**config.mk**
```make
export PLATFORM = sky130hd
export DESIGN_NAME = exact_mult_slot_scheduler_flat
export DESIGN_NICKNAME = d
export VERILOG_FILES = /design/src/rtl/exact_mult_slot_scheduler_if.sv /design/src/rtl/exact_mult_slot_scheduler.sv /design/src/flat_wrapper.sv
export SDC_FILE = /design/constraint.sdc
export NUM_CORES = 1
export LEC_CHECK = 0
export CORE_MARGIN = 1
export CORE_UTILIZATION = 40
export DETAILED_ROUTE_END_ITERATION = 6
export GPL_TIMING_DRIVEN = 0
export PLACE_DENSITY = 0.7
export SLEW_MARGIN = 30
export SYNTH_ARGS = -nofsm -noshare
export SYNTH_HDL_FRONTEND = slang
export SYNTH_SLANG_ARGS = --single-unit
```
**constraint.sdc**
```tcl
create_clock -name fast_clk -period 7 [get_ports fast_clk]
set_input_delay 1.4 -clock fast_clk [delete_from_list [all_inputs] [get_ports fast_clk]]
set_output_delay 1.4 -clock fast_clk [all_outputs]
set_load 0.005 [all_outputs]
```
**src/rtl/exact_mult_slot_scheduler_if.sv**
```systemverilog
// rtl/exact_mult_slot_scheduler_if.sv - operand/result bundle between the slow domain, the PE triplet and the slot scheduler
interface exact_mult_slot_scheduler_if #(
    parameter int HALF = 4
);
    logic              slow_toggle;
    logic              clear_err;
    logic [HALF-1:0]   aH0;
    logic [HALF-1:0]   bH0;
    logic [HALF-1:0]   aH1;
    logic [HALF-1:0]   bH1;
    logic [HALF-1:0]   aH2;
    logic [HALF-1:0]   bH2;
    logic [1:0]        counter_for_exact_mult_usage;
    logic              frame_start;
    logic [2*HALF-1:0] exact_result;
    logic              result_valid;
    logic [2:0]        result_sel;
    logic              locked;
    logic              sync_err;

    // Slow domain / PE side: supplies operands and the phase toggle.
    modport master (
        output slow_toggle, clear_err,
        output aH0, bH0, aH1, bH1, aH2, bH2,
        input  counter_for_exact_mult_usage, frame_start,
        input  exact_result, result_valid, result_sel,
        input  locked, sync_err
    );

    // Scheduler side: owns the slot counter and the shared multiplier.
    modport slave (
        input  slow_toggle, clear_err,
        input  aH0, bH0, aH1, bH1, aH2, bH2,
        output counter_for_exact_mult_usage, frame_start,
        output exact_result, result_valid, result_sel,
        output locked, sync_err
    );
endinterface

```
**src/rtl/exact_mult_slot_scheduler.sv**
```systemverilog
// rtl/exact_mult_slot_scheduler.sv - phase-locked slot counter time-sharing one exact HALFxHALF multiplier across three PEs
module exact_mult_slot_scheduler #(
    parameter int DATA_WIDTH = 8,
    parameter int HALF       = DATA_WIDTH / 2,
    parameter int SIGNED_OPS = 0
) (
    input  logic fast_clk,
    input  logic rst,
    exact_mult_slot_scheduler_if.slave sched
);
    // Sign-extend the operands only for signed builds; the low 2*HALF bits
    // of the extended product are then exact for either signedness.
    localparam bit SEXT = (SIGNED_OPS != 0);

    typedef enum logic {
        IDLE = 1'b0,
        RUN  = 1'b1
    } state_t;

    state_t            state_q;
    logic [1:0]        counter_q;
    logic              toggle_q;
    logic              frame_start_q;
    logic [2*HALF-1:0] exact_result_q;
    logic              result_valid_q;
    logic [2:0]        result_sel_q;
    logic              locked_q;
    logic              sync_err_q;

    logic              chg;
    logic              slip;
    logic [HALF-1:0]   op_a;
    logic [HALF-1:0]   op_b;
    logic [2*HALF-1:0] a_ext;
    logic [2*HALF-1:0] b_ext;
    logic [2*HALF-1:0] prod_d;
    logic [2:0]        sel_d;

    assign chg = sched.slow_toggle ^ toggle_q;

    // A slip is a toggle that arrives off slot 3, or slot 3 passing without one.
    assign slip = (state_q == RUN) &&
                  ((chg && (counter_q != 2'd3)) || (!chg && (counter_q == 2'd3)));

    // Route the current slot owner's operands into the shared multiplier.
    always_comb begin
        op_a  = sched.aH0;
        op_b  = sched.bH0;
        sel_d = 3'b000;
        case (counter_q)
            2'd1: begin
                op_a  = sched.aH0;
                op_b  = sched.bH0;
                sel_d = 3'b001;
            end
            2'd2: begin
                op_a  = sched.aH1;
                op_b  = sched.bH1;
                sel_d = 3'b010;
            end
            2'd3: begin
                op_a  = sched.aH2;
                op_b  = sched.bH2;
                sel_d = 3'b100;
            end
            default: begin
                op_a  = sched.aH0;
                op_b  = sched.bH0;
                sel_d = 3'b000;
            end
        endcase
        a_ext  = {{HALF{SEXT & op_a[HALF-1]}}, op_a};
        b_ext  = {{HALF{SEXT & op_b[HALF-1]}}, op_b};
        prod_d = a_ext * b_ext;
    end

    // Lock FSM, slot counter, shared product register and sticky slip flag.
    always_ff @(posedge fast_clk or posedge rst) begin
        if (rst) begin
            state_q        <= IDLE;
            counter_q      <= 2'd0;
            toggle_q       <= 1'b0;
            frame_start_q  <= 1'b0;
            exact_result_q <= '0;
            result_valid_q <= 1'b0;
            result_sel_q   <= 3'b000;
            locked_q       <= 1'b0;
            sync_err_q     <= 1'b0;
        end else begin
            toggle_q <= sched.slow_toggle;

            if (slip) begin
                sync_err_q <= 1'b1;
            end else if (sched.clear_err) begin
                sync_err_q <= 1'b0;
            end

            case (state_q)
                IDLE: begin
                    result_valid_q <= 1'b0;
                    result_sel_q   <= 3'b000;
                    if (chg) begin
                        state_q       <= RUN;
                        counter_q     <= 2'd1;
                        frame_start_q <= 1'b1;
                        locked_q      <= 1'b1;
                    end else begin
                        counter_q     <= 2'd0;
                        frame_start_q <= 1'b0;
                        locked_q      <= 1'b0;
                    end
                end
                RUN: begin
                    exact_result_q <= prod_d;
                    result_valid_q <= 1'b1;
                    result_sel_q   <= sel_d;
                    locked_q       <= 1'b1;
                    // Any toggle, or the end of slot 3, restarts the frame at slot 1.
                    if (chg || (counter_q == 2'd3)) begin
                        counter_q     <= 2'd1;
                        frame_start_q <= 1'b1;
                    end else begin
                        counter_q     <= counter_q + 2'd1;
                        frame_start_q <= 1'b0;
                    end
                end
                default: begin
                    state_q <= IDLE;
                end
            endcase
        end
    end

    assign sched.counter_for_exact_mult_usage = counter_q;
    assign sched.frame_start                  = frame_start_q;
    assign sched.exact_result                 = exact_result_q;
    assign sched.result_valid                 = result_valid_q;
    assign sched.result_sel                   = result_sel_q;
    assign sched.locked                       = locked_q;
    assign sched.sync_err                     = sync_err_q;
endmodule

```
**src/flat_wrapper.sv**
```systemverilog
// flat-port wrapper written by rule: the top's interface ports become plain ports
module exact_mult_slot_scheduler_flat 
#(
    parameter int DATA_WIDTH = 8,
    parameter int HALF       = DATA_WIDTH / 2,
    parameter int SIGNED_OPS = 0
)
  (fast_clk, rst, sched_slow_toggle, sched_clear_err, sched_aH0, sched_bH0, sched_aH1, sched_bH1, sched_aH2, sched_bH2, sched_counter_for_exact_mult_usage, sched_frame_start, sched_exact_result, sched_result_valid, sched_result_sel, sched_locked, sched_sync_err);
  exact_mult_slot_scheduler_if #(.HALF(HALF)) sched_i ();
  input  logic fast_clk;
  input  logic rst;
  input wire logic [$bits(sched_i.slow_toggle)-1:0] sched_slow_toggle;
  input wire logic [$bits(sched_i.clear_err)-1:0] sched_clear_err;
  input wire logic [$bits(sched_i.aH0)-1:0] sched_aH0;
  input wire logic [$bits(sched_i.bH0)-1:0] sched_bH0;
  input wire logic [$bits(sched_i.aH1)-1:0] sched_aH1;
  input wire logic [$bits(sched_i.bH1)-1:0] sched_bH1;
  input wire logic [$bits(sched_i.aH2)-1:0] sched_aH2;
  input wire logic [$bits(sched_i.bH2)-1:0] sched_bH2;
  output wire logic [$bits(sched_i.counter_for_exact_mult_usage)-1:0] sched_counter_for_exact_mult_usage;
  output wire logic [$bits(sched_i.frame_start)-1:0] sched_frame_start;
  output wire logic [$bits(sched_i.exact_result)-1:0] sched_exact_result;
  output wire logic [$bits(sched_i.result_valid)-1:0] sched_result_valid;
  output wire logic [$bits(sched_i.result_sel)-1:0] sched_result_sel;
  output wire logic [$bits(sched_i.locked)-1:0] sched_locked;
  output wire logic [$bits(sched_i.sync_err)-1:0] sched_sync_err;
  assign sched_i.slow_toggle = sched_slow_toggle;
  assign sched_i.clear_err = sched_clear_err;
  assign sched_i.aH0 = sched_aH0;
  assign sched_i.bH0 = sched_bH0;
  assign sched_i.aH1 = sched_aH1;
  assign sched_i.bH1 = sched_bH1;
  assign sched_i.aH2 = sched_aH2;
  assign sched_i.bH2 = sched_bH2;
  assign sched_counter_for_exact_mult_usage = sched_i.counter_for_exact_mult_usage;
  assign sched_frame_start = sched_i.frame_start;
  assign sched_exact_result = sched_i.exact_result;
  assign sched_result_valid = sched_i.result_valid;
  assign sched_result_sel = sched_i.result_sel;
  assign sched_locked = sched_i.locked;
  assign sched_sync_err = sched_i.sync_err;
  exact_mult_slot_scheduler #(.DATA_WIDTH(DATA_WIDTH), .HALF(HALF), .SIGNED_OPS(SIGNED_OPS)) u_core (.fast_clk(fast_clk), .rst(rst), .sched(sched_i));
endmodule
```
==> reports/results.txt, run 1 <==
Max VDD drop: 0.349 mV
I/O Buffers: 44
Max Freq: 214 MHz
Period Utilization, post-route: 0.667
Clock Latency Late Sink: 0.30 ns
Critical path fanouts, max: 4
Yosys top cell area share: 0.329
Setup Crit Path Kind: in2reg
Data arrival, critical path: 4.86 ns
Filler cell count: 291
Post-CTS Setup Inserts: 0
Crit end category: register
Critical R2R Capture: u_core.sched.exact_result[7]
DR vias/cell: 5.14
Status: finished, final reports clean
Cell count after synthesis: 139
Ys async rst share: 1.00
Initial DRT Pass Iterations: 4
TritonCTS buffer count: 3
Layout Cells excl Fill: 231
Antenna violations before repair: 0
Top_reg_cell synth: dfrtp_1
Leak: 0.862 nW
Ranking of synthesized cells by area: dfrtp_1, ha_1, fa_1
YS warnings: 0
Die Span X: 60.5 µm
Min Tclk post-route: 4.67 ns
Flop-to-flop setup slack: 3.03 ns
Initial core utilization: 0.435
Actual slew at the worst max-slew pin: 0.669 ns
Global-route wire length before repair: 5330 µm
Final Max Slew Viols: 0
Die H: 60.5 µm
Worst min path class: reg2reg
Area growth syn-to-layout: 38.8%
RSZ-0062 raised after global routing: false
CTS tree: done
Cts hold-fix bufs: 0
Row cnt: 20
Clk_skew: 0.00473 ns
Largest net degree at the start of global routing: 19
IO Pins: 45
Post-DP HPWL: 2480 µm
Post-synthesis sequential area ratio: 0.329
Slew Limit Headroom: 0.554
Syn nets: 188
Gr usage total: 0.194
CTS root buf: clkbuf_4
Power per Cell Area: 449 mW/mm²
N_diodes: 0
Syn Area/Cell: 9.86 µm²
Final Hold Vio Count: 0
Setup TNS: 0 ns
Die ar.: 0.00366 mm²
Max Cap Viol: 0
EDFF count, synth: 0
DP Cell Count: 227
Vias in the first global route: 1221
Mapped cell area: 0.00137 mm²
Routed len/inst: 13.6 µm
Clock Tree Buf Depth: 2
Register-to-Register Path Depth: 12
Residual DRC: 0
Resized cells post-CTS: 0
Critical Path RT: 7.19 ns
H-tree depth: 1
Flops & latches, synth: 18
Antenna viol nets, final: 0
Final layout net count: 237
Final GP Congestion: 0.867
Commonest non-fill, non-tap cell in the layout: clkdlybuf4s50_1
Layout cells sized above 1: 0.0856
CTS Sinks: 18
Post-synth cell types: 35
Via count: 1187
End point of the critical path: u_core.sched.exact_result[7]
CP Launch Type: input pin
GRT overflow: 0
Core area: 0.00315 mm²
Worst-path clk slew: 0.11 ns
Worst Setup SP: sched_bH2[3]
Area leader, netlist: dfrtp_1
Most frequent cells in the layout: clkdlybuf4s50_1, dfrtp_1, ha_1
DRT Wirelength: 3140 µm
Initial drt markers: 85
Final Setup Violations: 0
RR Startpoint: u_core.sched.counter_for_exact_mult_usage[0]
-- sequential cells by signal, summed over array words and instances, names as in the netlist --
signal and count:
u_core.sched.locked 1, u_core.sched.result_valid 1, u_core.sched.counter_for_exact_mult_usage 2, u_core.sched.result_sel 3
u_core.toggle_q 1, u_core.sched.frame_start 1, u_core.sched.sync_err 1, u_core.sched.exact_result 8
-- worst max-delay path: stages --
cell,delay [ns]
clkdlybuf4s50_1,0.45
nand2b_1,0.10
a22oi_1,0.13
or4_1,0.53
fa_1,0.57
inv_1,0.06
fa_1,0.53
ha_1,0.33
a211oi_1,0.32
nor3_1,0.09
or3_1,0.35
-- synthesized netlist by cell type (all sizes together) (2+ instances only) --
cell type and number:
a21oi 5, a22oi 8, a31oi 2, and2 3, buf 6, dfrtp 18
fa 4, ha 17, inv 11, mux2 3, nand2 2, nand2b 12
nand3b 3, nand4 2, nor2 10, nor2b 2, nor4 12, o21ai 2
or4 3, xnor2 2
-- per-layer routing --
layer | vias up | GRT usage | routed length (µm)
met5 | - | 0 | 0
met4 | 0 | 0.0747 | 46
met3 | 5 | 0.0320 | 203
met2 | 52 | 0.322 | 1480
met1 | 525 | 0.253 | 1410
li1 | 605 | - | -
-- worst min-delay path by stage --
stage,from,endpoint,slack (ns),cells after the start
floorplan,u_core.sched.locked,u_core.sched.result_valid,0.39,0
global placement,u_core.sched.locked,u_core.sched.result_valid,0.39,0
detailed placement,u_core.sched.locked,u_core.sched.result_valid,0.41,0
CTS,u_core.sched.locked,u_core.sched.result_valid,0.43,0
global route,u_core.sched.locked,u_core.sched.result_valid,0.45,0
finish,u_core.sched.locked,u_core.sched.result_valid,0.43,0
-- stage by stage --
step	utilization	setup WS [ns]	hold WS [ns]	total power, mW	instance area, µm²
floorplan	-	2.64	0.391	0.595	1370
global placement	0.592	2.01	0.387	0.775	1870
detailed placement	0.592	2.00	0.411	0.786	1870
CTS	0.603	2.31	0.433	0.863	1900
global route	0.603	2.15	0.454	0.960	1900
finish	0.603	2.33	0.430	0.854	1900
-- cells by family after synthesis --
group,share of synthesized area
xor+xnor,0.0128
fa+ha+maj,0.214
flops,0.329
compound gates,0.132
mux,0.0247
simple gates,0.227
buf+inv,0.0612
-- layout make-up --
class,instances,area [µm²],area share
multi-input cells,103,836,0.439
plain buffers,7,42.5,0.0224
flip-flops and latches,18,450,0.237
repair buffers,44,440,0.232
clock buffers,4,36.3,0.0191
inverters,11,41.3,0.0217
well taps,44,55.1,0.0289
-- power breakdown --
part	switching [mW]	internal [mW]
registers	0.0204	0.148
clock network	0.0341	0.0318
logic	0.310	0.309
total	0.364	0.489
Power figures use the tool's default switching activity.
==> run 2: changes to the inputs <==
PLACE_DENSITY = 0.73   (was 0.7)
clock period = 4.03 ns   (was 7 ns; I/O delays follow)
==> run 2 against run 1 <==
Net effect:
- count of clock-buffer cells in the layout down 1
- design area up 0.66%
- clock power up 35%
- non-clock buffer count up 1
- final cell count unchanged
- critical path depth up 1
- sequential share of layout area down 0.15 points
- clock skew down 0.00094 ns
- largest cell class unchanged
==> reports/results.txt, run 2 (synthesis results as in run 1) <==
Worst-path clk slew: 0.10 ns (about the same)
Routing usage on met1: 0.258 (+0.00441)
Cts hold-fix bufs: 0 (unchanged)
N_diodes: 0 (unchanged)
Setup Crit Path Kind: in2reg
Final layout net count: 238 (+0.42%)
IO Pins: 45 (unchanged)
H-tree depth: 1 (unchanged)
Layout cells sized above 1: 0.112 (+0.0267)
Reg area: 450 µm² (unchanged)
Final GP Congestion: 0.947 (+9.2%)
Hold path cells: 0 (unchanged)
CTS Sinks: 18 (unchanged)
Routed len/inst: 13.7 µm (+0.83%)
Slowest cell on crit path: or4_1
Filler cell count: 295 (+1.4%)
Slew Limit Headroom: 0.546 (-0.00758)
Multi-input gate area: 855 µm² (+2.2%)
Gr usage total: 0.189 (-0.00451)
Residual DRC: 0 (unchanged)
Met2 Usage GRT: 0.300 (-0.0220)
Data arrival, critical path: 4.15 ns (-0.71 ns)
Final core utilization: 0.607 (+0.00397)
Flop-to-flop setup slack: 0.16 ns (-2.87 ns)
Final Hold Vio Count: 0 (unchanged)
Die ar.: 0.00366 mm² (unchanged)
Crit end category: register
Max Freq: 251 MHz
Register-to-Register Path Depth: 13 (+1)
Period Utilization, post-route: 0.988
CTS tree: done
Row cnt: 20 (unchanged)
Max VDD drop: 0.421 mV (+21%)
DR vias/cell: 5.37 (+4.5%)
Global-route wire length before repair: 5240 µm (-1.8%)
Vias in the first global route: 1221 (unchanged)
Post-DP HPWL: 2360 µm (-4.9%)
Antenna viol nets, final: 0 (unchanged)
Power per Cell Area: 803 mW/mm² (+79%)
Clk_skew: 0.00379 ns (-0.000938 ns)
CP Launch Type: input pin
Hold Crit Start: u_core.sched.locked
Die H: 60.5 µm (unchanged)
Max reg flops: 8 (unchanged)
Core area: 0.00315 mm² (unchanged)
TritonCTS buffer count: 3 (unchanged)
Leak: 0.858 nW (-0.49%)
Worst hold endpoint: u_core.sched.result_valid
Die Span X: 60.5 µm (unchanged)
Worst min path class: reg2reg
Actual slew at the worst max-slew pin: 0.680 ns (+0.0114 ns)
CP max stage delay: 0.59 ns (+0.02 ns)
Status: finished, final reports clean
Initial drt markers: 158 (+86%)
Critical R2R Capture: u_core.sched.exact_result[6]
Initial DRT Pass Iterations: 4 (unchanged)
Initial core utilization: 0.435 (unchanged)
Final Setup Violations: 0 (unchanged)
Critical Path RT: 4.20 ns (-2.99 ns)
GRT overflow: 0 (unchanged)
Min Tclk post-route: 3.98 ns
DRT Wirelength: 3170 µm (+0.83%)
Grt met3 use: 0.0299 (-0.00213)
Max Cap Viol: 0 (unchanged)
GR peak layer: met2
Clock Tree Buf Depth: 2 (unchanged)
Antenna violations before repair: 0 (unchanged)
Area growth syn-to-layout: 39.7%
Clock Latency Late Sink: 0.29 ns (about the same)
CTS root buf: clkbuf_4
Cell repeated most along the worst path: fa_1
Power Total: 1.54 mW (+80%)
I/O Buffers: 44 (unchanged)
Most frequent cells in the layout: clkdlybuf4s50_1, dfrtp_1, ha_1
Commonest non-fill, non-tap cell in the layout: clkdlybuf4s50_1
Final Max Slew Viols: 0 (unchanged)
Via count: 1241 (+4.5%)
Critical path fanouts, max: 4 (unchanged)
RR Startpoint: u_core.sched.counter_for_exact_mult_usage[0]
CP Cell Sequence: clkdlybuf4s50_1 > nand2b_1 > a22oi_2 > or4_1 > fa_1 > inv_1 > fa_2 > buf_4 > fa_1 > a21oi_1 > or4b_1 > nand4_1
Largest net degree at the start of global routing: 19 (unchanged)
==> run 2: cell types whose count changed in the layout (fill, tap and decap cells not counted), sizes merged <==
cell | before | now
clkbuf | 5 | 4
buf | 6 | 7
==> run 2: metal layers <==
layer | share of wire | wire length, µm
met3 | 0.072 | 228
met1 | 0.46 | 1460
met5 | 0 | 0
met4 | 0.020 | 63
met2 | 0.45 | 1410
==> run 2: layout make-up <==
class | count | share of cell area
tap | 44 | 0.0288
buffer | 7 | 0.0222
sequential | 18 | 0.235
clock buffer | 3 | 0.0118
timing repair buffer | 45 | 0.234
multi-input combinational | 103 | 0.446
inverter | 11 | 0.0216
==> run 2: worst max-delay path, delay by kind of cell <==
| family | cells | cell delay (ns) |
|---|---|---|
| AO/OA/AOI/OAI | 2 | 0.30 |
| AND/OR/NAND/NOR | 4 | 0.93 |
| buffers and inverters | 3 | 0.66 |
| adder cells (fa/ha/maj) | 3 | 1.45 |
==> run 2: power breakdown <==
group	internal, mW	switching (mW)	total, mW	leakage (nW)
Clock	0.0348	0.0539	0.0887	0.0138
Combinational	0.592	0.562	1.15	0.633
Sequential	0.258	0.0364	0.294	0.211
Total	0.885	0.652	1.54	0.858
==> run 2: worst max-delay path by stage <==
stage / from / to / slack (ns) / cells past startpoint
6_report: sched_bH2[2] / u_core.sched.exact_result[6] / 0.05 / 12
5_1_grt: sched_bH2[2] / u_core.sched.exact_result[6] / -0.06 / 12
4_1_cts: sched_aH2[0] / u_core.sched.exact_result[7] / 0.005 / 11
3_5_place_dp: sched_aH2[0] / u_core.sched.exact_result[7] / -0.36 / 11
3_3_place_gp: sched_aH2[0] / u_core.sched.exact_result[7] / -0.38 / 11
2_1_floorplan: sched_aH2[0] / u_core.sched.exact_result[7] / 0.26 / 10
==> run 2: timing repair <==
action	CTS	global route
resized for setup	1	4
endpoints found under the setup margin	1	2
pin swaps	0	2
endpoints found under the hold margin	0	0
buffers inserted	0	1
==> run 2: through the flow <==
| step | std cells | setup slack [ns] | instance area, µm² | TNS, ns | hold WS [ns] |
|---|---|---|---|---|---|
| final | 231 | 0.0496 | 1910 | 0 | 0.434 |
| after detailed placement | 227 | -0.358 | 1870 | -0.584 | 0.409 |
| after global routing | 231 | -0.0566 | 1910 | -0.0861 | 0.450 |
| after CTS | 230 | 0.00470 | 1890 | 0 | 0.434 |
| after global placement | 227 | -0.380 | 1870 | -0.559 | 0.388 |
| after floorplan | 139 | 0.265 | 1370 | 0 | 0.391 |
==> run 3: changes to the inputs <==
CTS_BUF_LIST = sky130_fd_sc_hd__clkbuf_4   (was unset)
CTS_CLUSTER_DIAMETER = 150   (was unset)
TNS_END_PERCENT = 10   (was unset)
==> results of run 3 <==
Final layout, timing and power as in run 2 (identical DEF).
